`src/rtl/mem_port_arbiter.sv`:
```
// mem_port_arbiter: shares one single-port instruction/data memory between
// the IF stage (fetch, read-only) and the MEM stage (load/store).
// One access is in flight at a time: IDLE -> ISSUE -> (WAIT -> RESP) -> IDLE.
// The data port wins ties; a starvation counter forces a fetch grant after
// STARVE_MAX consecutive data grants made while a fetch was waiting.
// Optional build macro ARB_STATS_EN adds saturating grant/conflict counters.
module mem_port_arbiter #(
  parameter int ADDR_W     = 10,
  parameter int DATA_W     = 32,
  parameter int MEM_LAT    = 1,   // 1..7
  parameter int STARVE_MAX = 4    // 1..15
) (
  input  logic              clk,
  input  logic              rst_n,
  // Instruction fetch requester
  input  logic              if_req,
  input  logic [ADDR_W-1:0] if_addr,
  output logic              if_gnt,
  output logic              if_rvalid,
  output logic [DATA_W-1:0] if_rdata,
  // Data requester
  input  logic              dm_req,
  input  logic              dm_we,
  input  logic [ADDR_W-1:0] dm_addr,
  input  logic [DATA_W-1:0] dm_wdata,
  output logic              dm_gnt,
  output logic              dm_rvalid,
  output logic [DATA_W-1:0] dm_rdata,
  // Memory interface
  output logic              mem_en,
  output logic              mem_we,
  output logic [ADDR_W-1:0] mem_addr,
  output logic [DATA_W-1:0] mem_wdata,
  input  logic [DATA_W-1:0] mem_rdata,
`ifdef ARB_STATS_EN
  output logic [15:0]       stat_if_cnt,
  output logic [15:0]       stat_dm_cnt,
  output logic [15:0]       stat_conf_cnt,
`endif
  output logic              busy
);

  localparam logic [1:0] S_IDLE  = 2'd0;
  localparam logic [1:0] S_ISSUE = 2'd1;
  localparam logic [1:0] S_WAIT  = 2'd2;
  localparam logic [1:0] S_RESP  = 2'd3;

  localparam logic OWN_IF = 1'b0;
  localparam logic OWN_DM = 1'b1;

  localparam logic [2:0] WAIT_LOAD  = 3'(MEM_LAT - 1);
  localparam logic [3:0] STARVE_TOP = 4'(STARVE_MAX);

  logic [1:0]        state_q,     state_d;
  logic [2:0]        wait_cnt_q,  wait_cnt_d;
  logic [3:0]        starve_cnt_q, starve_cnt_d;
  logic              owner_q,     owner_d;
  logic              mem_en_q,    mem_en_d;
  logic              mem_we_q,    mem_we_d;
  logic [ADDR_W-1:0] mem_addr_q,  mem_addr_d;
  logic [DATA_W-1:0] mem_wdata_q, mem_wdata_d;
  logic              if_rvalid_q, if_rvalid_d;
  logic              dm_rvalid_q, dm_rvalid_d;
  logic [DATA_W-1:0] if_rdata_q,  if_rdata_d;
  logic [DATA_W-1:0] dm_rdata_q,  dm_rdata_d;

  logic idle;
  logic starve_hit;

  assign idle       = (state_q == S_IDLE);
  assign starve_hit = if_req && (starve_cnt_q == STARVE_TOP);

  // Grant decode: only in IDLE, data first unless a waiting fetch has starved.
  // Gated by rst_n so every output reads 0 while reset is held.
  always_comb begin
    dm_gnt = rst_n && idle && dm_req && !starve_hit;
    if_gnt = rst_n && idle && if_req && !(dm_req && !starve_hit);
  end

  // Next-state logic for the access sequencer, starvation counter and outputs.
  always_comb begin
    // NOTE: every signal gets a default before the case so no path leaves it
    // unassigned; a missing default here would infer a latch.
    state_d      = state_q;
    wait_cnt_d   = wait_cnt_q;
    starve_cnt_d = starve_cnt_q;
    owner_d      = owner_q;
    mem_en_d     = 1'b0;
    mem_we_d     = 1'b0;
    mem_addr_d   = mem_addr_q;
    mem_wdata_d  = mem_wdata_q;
    if_rvalid_d  = 1'b0;
    dm_rvalid_d  = 1'b0;
    if_rdata_d   = if_rdata_q;
    dm_rdata_d   = dm_rdata_q;

    case (state_q)
      S_IDLE: begin
        if (dm_gnt) begin
          state_d     = S_ISSUE;
          owner_d     = OWN_DM;
          mem_en_d    = 1'b1;
          mem_we_d    = dm_we;
          mem_addr_d  = dm_addr;
          mem_wdata_d = dm_wdata;
          if (if_req) begin
            if (starve_cnt_q != STARVE_TOP) starve_cnt_d = starve_cnt_q + 4'd1;
          end else begin
            starve_cnt_d = 4'd0;
          end
        end else if (if_gnt) begin
          state_d      = S_ISSUE;
          owner_d      = OWN_IF;
          mem_en_d     = 1'b1;
          mem_we_d     = 1'b0;
          mem_addr_d   = if_addr;
          starve_cnt_d = 4'd0;
        end else if (!if_req) begin
          starve_cnt_d = 4'd0;
        end
      end

      S_ISSUE: begin
        // Stores complete at the memory edge; only reads wait for data.
        if (mem_we_q) begin
          state_d = S_IDLE;
        end else begin
          state_d    = S_WAIT;
          wait_cnt_d = WAIT_LOAD;
        end
      end

      S_WAIT: begin
        if (wait_cnt_q == 3'd0) begin
          state_d = S_RESP;
          if (owner_q == OWN_DM) begin
            dm_rdata_d  = mem_rdata;
            dm_rvalid_d = 1'b1;
          end else begin
            if_rdata_d  = mem_rdata;
            if_rvalid_d = 1'b1;
          end
        end else begin
          wait_cnt_d = wait_cnt_q - 3'd1;
        end
      end

      default: begin // S_RESP: the rvalid register is high this cycle
        state_d = S_IDLE;
      end
    endcase
  end

  // State registers; reset drops any access in flight.
  always_ff @(posedge clk or negedge rst_n) begin
    if (!rst_n) begin
      state_q      <= S_IDLE;
      wait_cnt_q   <= 3'd0;
      starve_cnt_q <= 4'd0;
      owner_q      <= OWN_IF;
      mem_en_q     <= 1'b0;
      mem_we_q     <= 1'b0;
      mem_addr_q   <= '0;
      mem_wdata_q  <= '0;
      if_rvalid_q  <= 1'b0;
      dm_rvalid_q  <= 1'b0;
      if_rdata_q   <= '0;
      dm_rdata_q   <= '0;
    end else begin
      // NOTE: non-blocking assignments so every register samples the
      // pre-edge value of the others, independent of statement order.
      state_q      <= state_d;
      wait_cnt_q   <= wait_cnt_d;
      starve_cnt_q <= starve_cnt_d;
      owner_q      <= owner_d;
      mem_en_q     <= mem_en_d;
      mem_we_q     <= mem_we_d;
      mem_addr_q   <= mem_addr_d;
      mem_wdata_q  <= mem_wdata_d;
      if_rvalid_q  <= if_rvalid_d;
      dm_rvalid_q  <= dm_rvalid_d;
      if_rdata_q   <= if_rdata_d;
      dm_rdata_q   <= dm_rdata_d;
    end
  end

  assign mem_en    = mem_en_q;
  assign mem_we    = mem_we_q;
  assign mem_addr  = mem_addr_q;
  assign mem_wdata = mem_wdata_q;
  assign if_rvalid = if_rvalid_q;
  assign dm_rvalid = dm_rvalid_q;
  assign if_rdata  = if_rdata_q;
  assign dm_rdata  = dm_rdata_q;
  assign busy      = !idle;

`ifdef ARB_STATS_EN
  logic [15:0] stat_if_q, stat_dm_q, stat_conf_q;

  // Saturating counters: fetch grants, data grants, IDLE cycles with both requests.
  always_ff @(posedge clk or negedge rst_n) begin
    if (!rst_n) begin
      stat_if_q   <= '0;
      stat_dm_q   <= '0;
      stat_conf_q <= '0;
    end else begin
      if (if_gnt && stat_if_q != 16'hFFFF) stat_if_q <= stat_if_q + 16'd1;
      if (dm_gnt && stat_dm_q != 16'hFFFF) stat_dm_q <= stat_dm_q + 16'd1;
      if (idle && if_req && dm_req && stat_conf_q != 16'hFFFF)
        stat_conf_q <= stat_conf_q + 16'd1;
    end
  end

  assign stat_if_cnt   = stat_if_q;
  assign stat_dm_cnt   = stat_dm_q;
  assign stat_conf_cnt = stat_conf_q;
`endif

endmodule

```
`config.mk`:
```
export PLATFORM = sky130hd
export DESIGN_NAME = mem_port_arbiter
export DESIGN_NICKNAME = d
export VERILOG_FILES = /design/src/rtl/mem_port_arbiter.sv
export SDC_FILE = /design/constraint.sdc
export NUM_CORES = 1
export LEC_CHECK = 0
export CAP_MARGIN = 0
export CELL_PAD_IN_SITES_DETAIL_PLACEMENT = 2
export CELL_PAD_IN_SITES_GLOBAL_PLACEMENT = 2
export CORE_MARGIN = 3
export CORE_UTILIZATION = 31
export DETAILED_ROUTE_END_ITERATION = 6
export GPL_ROUTABILITY_DRIVEN = 1
export PLACE_DENSITY_LB_ADDON = 0.1
export SYNTH_ARGS = -nofsm -noshare
export SYNTH_HDL_FRONTEND = slang
export SYNTH_SLANG_ARGS = --single-unit
```
`constraint.sdc`:
```
create_clock -name clk -period 3.5 [get_ports clk]
set_input_delay 0.875 -clock clk [delete_from_list [all_inputs] [get_ports clk]]
set_output_delay 0.875 -clock clk [all_outputs]
set_load 0.1 [all_outputs]
```
======== After elaboration in Yosys (flattened, before gate mapping) ========
Cells that the tools add are included.
W data, S select, Z words.
word-level totals
  flip-flop bits (word level) ............. 120
  latch bits .............................. 0
  bits in writable memories ............... 0
  ROM bits ................................ 0
  input bits .............................. 89
  output and inout port bits .............. 113
  logic and storage cells ................. 74
  memories kept ........................... 0
cells by class
  $add $sub $neg .......................... 2
  multiply operators ...................... 0
  divide/modulo/power cells ............... 0
  magnitude comparators ................... 0
  eq/ne operators ......................... 10
  shifts and indexed selects .............. 0
  muxes and demuxes ....................... 28
  bitwise logic cells ..................... 1
  reduce and logical (&&, ||, !) cells .... 21
operator list
  cell                   count
  $mux W10               2
  $mux W4                5
  $mux W1                13
  $reduce_and A3 Y1      4
  $mux W2                4
  $logic_and A1 B1 Y1    7
  $mux W3                2
  $ne A2 B2 Y1 const B   3
  $pmux W2 S3            1
  $pmux W3 S2            1
  $reduce_and A2 Y1      3
  $add A4 B1 Y4 const B  1
  $eq A4 B3 Y1 const B   1
  $ne A4 B3 Y1 const B   1
  $reduce_bool A2 Y1     2
  $logic_not A1 Y1       3
  $logic_not A3 Y1       1
  $ne A3 B1 Y1 const B   1
  $ne A3 B2 Y1 const B   1
  $ne A3 B3 Y1 const B   1
  $sub A3 B1 Y3 const B  1
  $eq A2 B1 Y1 const B   1
  $eq A2 B2 Y1 const B   1
  $logic_not A2 Y1       1
  $not A1 Y1             1

======== Depth between registers and ports, before layout ========
  word-level depth ........................ 9
  mapped depth ............................ 7
  gate-level depth less buffers ........... 5

======== Worst setup path after synthesis ========
Ideal clock, no wire load.
  path type ............................... in2out
  start point ............................. input port if_req
  end point ............................... output port if_gnt
  arrival ................................. 2880 ps
  required time ........................... 2625 ps
  path slack .............................. -255 ps
  cell stages on the path ................. 4
  buffers on the path ..................... 2
  path through ............................ buf_4 nand4b_1 clkbuf_1 a21oi_1
between the ends
  longest elaborated chain between the ends .. 5
  elaborated cells between the ends (all ways) .. 6
  those cells by class .................... 6 x reduce/logical
ends and longest elaborated chain
  item                     RTL line  text
  start: declaration       16        input logic if_req,
  $logic_and A1 B1 Y1      71        assign starve_hit = if_req && (starve_cnt_q == STARVE_TOP);
  $logic_not A1 Y1         77        if_gnt = rst_n && idle && if_req && !(dm_req && !starve_hit);
  $logic_and A1 B1 Y1      77
  $logic_not A1 Y1         77
  $logic_and A1 B1 Y1 (*)  77
  end: declaration         18        output logic if_gnt,
Every way passes the cells marked *; elsewhere a longest branch is shown, timed or not.

======== Worst setup path in the final report ========
  start point ............................. input port if_req
  end point ............................... output port dm_gnt
between the ends
  longest elaborated chain between the ends .. 3
ends and longest elaborated chain
  item                 RTL line  text
  $logic_and A1 B1 Y1  71
  $logic_not A1 Y1     76        dm_gnt = rst_n && idle && dm_req && !starve_hit;
  $logic_and A1 B1 Y1  76
  end: declaration     26        output logic dm_gnt,
Every way passes these cells.

==> flow_summary.toml <==
[yosys]
yosys-top-cells-area = "dfrtp_1 59%, mux2_4 16%, mux2_1 7.0%, nand4b_1 2.1%, mux2_2 2.0%"
synth_cells = 326
yosysTopAreaCellShare_pct = 58.6
synthesis.area_um2 = 5120
synth.net_count = 419
yosysTopAreaCell = "dfrtp_1"
seq_area_frac_synth_pct = 58.6
async_flop_share_pct = 100
syn_area_per_cell_um2 = 15.7
yosys_warnings = 0
ys_types = 43
synth-edff-count = 0
ys.flop_type = "dfrtp_1"
synth-seq-cells = 120

[sta]
maxSlewViolCount = 0
slew_headroom_pct = 30.9
hold_viol = 0
period_needed_ps = 3130
finalSetupViolCount = 0
finalCritPeriodShare_pct = 89.4
rsz0062_at_grt = "no"
worst_pin_slew_ps = 1040
fmax_mhz = 320
finClkSkew_ps = 8.44
setup-tns-final_ps = 0

[worst_setup_path]
critPathTopFamily = "buffers and inverters"
slowest_delay_ps = 660
crit_path_start_kind = "primary input"
cp-end-kind = "output pin"
worstPathArrival_ps = 2250
r2r-end = "dm_rdata[13]$_DFFE_PN0P_"
path_class = "in -> out"
cp_num_buf_inv = 2
r2r_start = "wait_cnt_q[0]$_DFFE_PN0P_"
reg2reg_slack_ps = 980
crit_slowest_cell = "clkdlybuf4s50_1"
ff2ff_path_depth = 6
cp.required_ps = 2620
crit_chain = "clkdlybuf4s50_1 -> nand4b_1 -> and3_2 -> buf_12"
critical_path_depth = 4
critPathMaxFanout = 9

[clock_network]
cts_num_sinks = 120
cts-root-buf = "clkbuf_16"
cts_max_path_buffers = 2
holdBufCountCts = 0
cts_htree_levels = 4
cts_tree = "done"
cts_resized = 0
clock_latency_ps = 410
postCtsSetupBuffers = 0
path_clk_slew_ps = 50
cts_buffers = 17

[die]
initial_core_util_pct = 31.9
die_x_um = 135
core_area_um2 = 16100
num_io_pins = 202
die_h_um = 135
core.rowCount = 46
die_area_um2 = 18100

[flow_run]
cap_violations = 0

[place]
hpwl_um = 10600
port_buffers = 201
gp_congestion = 0.759
dp_cells = 733

[final_layout]
antenna_cells = 0
multiInputGateArea_um2 = 1940
drive_gt1_share_pct = 41.3
fill_cells = 1524
syn_to_final_growth_pct = 50.1
nNetsFinal = 629
utilization_pct = 47.9
seq_area_um2 = 3000
final_cells = 765

[route]
drt_iter0_drc = 94
vias = 3537
vias_per_cell = 4.62
drt_pre_antenna_iters = 4
wl_per_cell_um = 19.7
ant_nets = 0
route.detailed.drc = 0
wl_um = 15100

[hold_path]
min-delay-path-class = "reg -> reg"
holdCritStartpoint = "if_rdata[20]$_DFFE_PN0P_"
hold_depth = 1
holdPathEnd = "if_rdata[20]$_DFFE_PN0P_"

[global_routing]
antenna_found_initial = 0
grt_pass1_vias = 4028
grt_max_degree = 80
grt_pass1_wl_um = 23600
globalRouteOverflowTotal = 0
track_usage_pct = 16.9

[run_status]
outcome = "finished, final reports clean"
==> layout by cell type (no fill, tap or decap), drive strengths merged, types with 2 or more instances in the layout <==
cell type and count:
bufinv 4, nor3 2, clkbuf 20, mux2 96
clkdlybuf4s50 87, nand2b 4, or3b 2, nand2 3
nor2 3, clkinvlp 2, o211ai 2, a21o 3
nand4b 12, clkinv 5, o311a 10, buf 124
nand3 2, and3 2, o21ai 4, a21oi 6
dfrtp 120, ha 4, inv 8, o21bai 10
==> registers in the layout (all words and copies together), names as in the netlist, 2 cells and up <==
register	flops
dm_rdata	32
mem_addr	10
wait_cnt_q	3
mem_wdata	32
state_q	2
starve_cnt_q	4
if_rdata	32
==> worst max path at each step <==
| stage | from | to | slack (ps) |
|---|---|---|---|
| after floorplan | if_req | if_gnt | 360 |
| after global placement | if_req | dm_gnt | 480 |
| after detailed placement | if_req | dm_gnt | 390 |
| after CTS | if_req | dm_gnt | 380 |
| after global routing | if_req | dm_gnt | 290 |
| final | if_req | dm_gnt | 370 |
==> cell usage after synthesis (2+ instances only) <==
library cell	count
o21ai_0	3
mux2_1	32
clkbuf_1	4
mux2_2	9
buf_8	2
and3_1	2
buf_4	4
o21bai_1	10
nand2b_1	4
nor2_1	3
a21oi_1	6
o211ai_1	2
ha_1	4
nand2_1	3
dfrtp_1	120
mux2_4	55
buf_6	6
buf_2	4
inv_1	7
o311a_1	10
a21o_1	3
nand4b_1	12
==> metrics by stage <==
stage | hold slack [ps] | setup WS (ps) | cell area (um2)
2_1_floorplan | 466 | 362 | 5130
3_3_place_gp | 470 | 478 | 7060
3_5_place_dp | 478 | 389 | 7060
4_1_cts | 492 | 381 | 7690
5_1_grt | 496 | 287 | 7690
6_report | 487 | 371 | 7690
==> layer usage <==
| metal | track usage, % | wire length, um | part of all wire (%) | vias to the layer above |
|---|---|---|---|---|
| met4 | 4.92 | 192 | 1.3 | 0 |
| met5 | 0 | 0 | 0 | - |
| met2 | 28.7 | 7680 | 51 | 125 |
| met3 | 5.37 | 833 | 5.5 | 15 |
| li1 | - | - | - | 1602 |
| met1 | 20.8 | 6370 | 42 | 1795 |
==> area by class of cell <==
type,count,area share [%]
multi-input cells,179,25.2
repair buffers,211,23.7
clock inverters,12,2.24
well taps,216,3.51
clock buffers,20,5.94
inverters,7,0.342
flip-flops and latches,120,39.0
==> worst reg2reg max path, delay by kind of cell, from the launching register on <==
kind	cells	cell delay, ps
fa+ha+maj	1	200
buf+inv	2	520
flops	1	400
mux	1	330
simple gates	2	950
==> logic make-up after synthesis <==
logic type | Yosys count | share of synthesized area, %
AOI/OAI and AO/OA | 41 | 6.10
DFF | 120 | 58.6
buffers and inverters | 27 | 3.69
and+or+nand+nor | 38 | 5.52
muxes | 96 | 25.1
adders and majority gates | 4 | 0.977
Power is left out: the tool's default activity adds up to more than one toggle a clock period on the data nets, which glitch-free logic cannot reach.
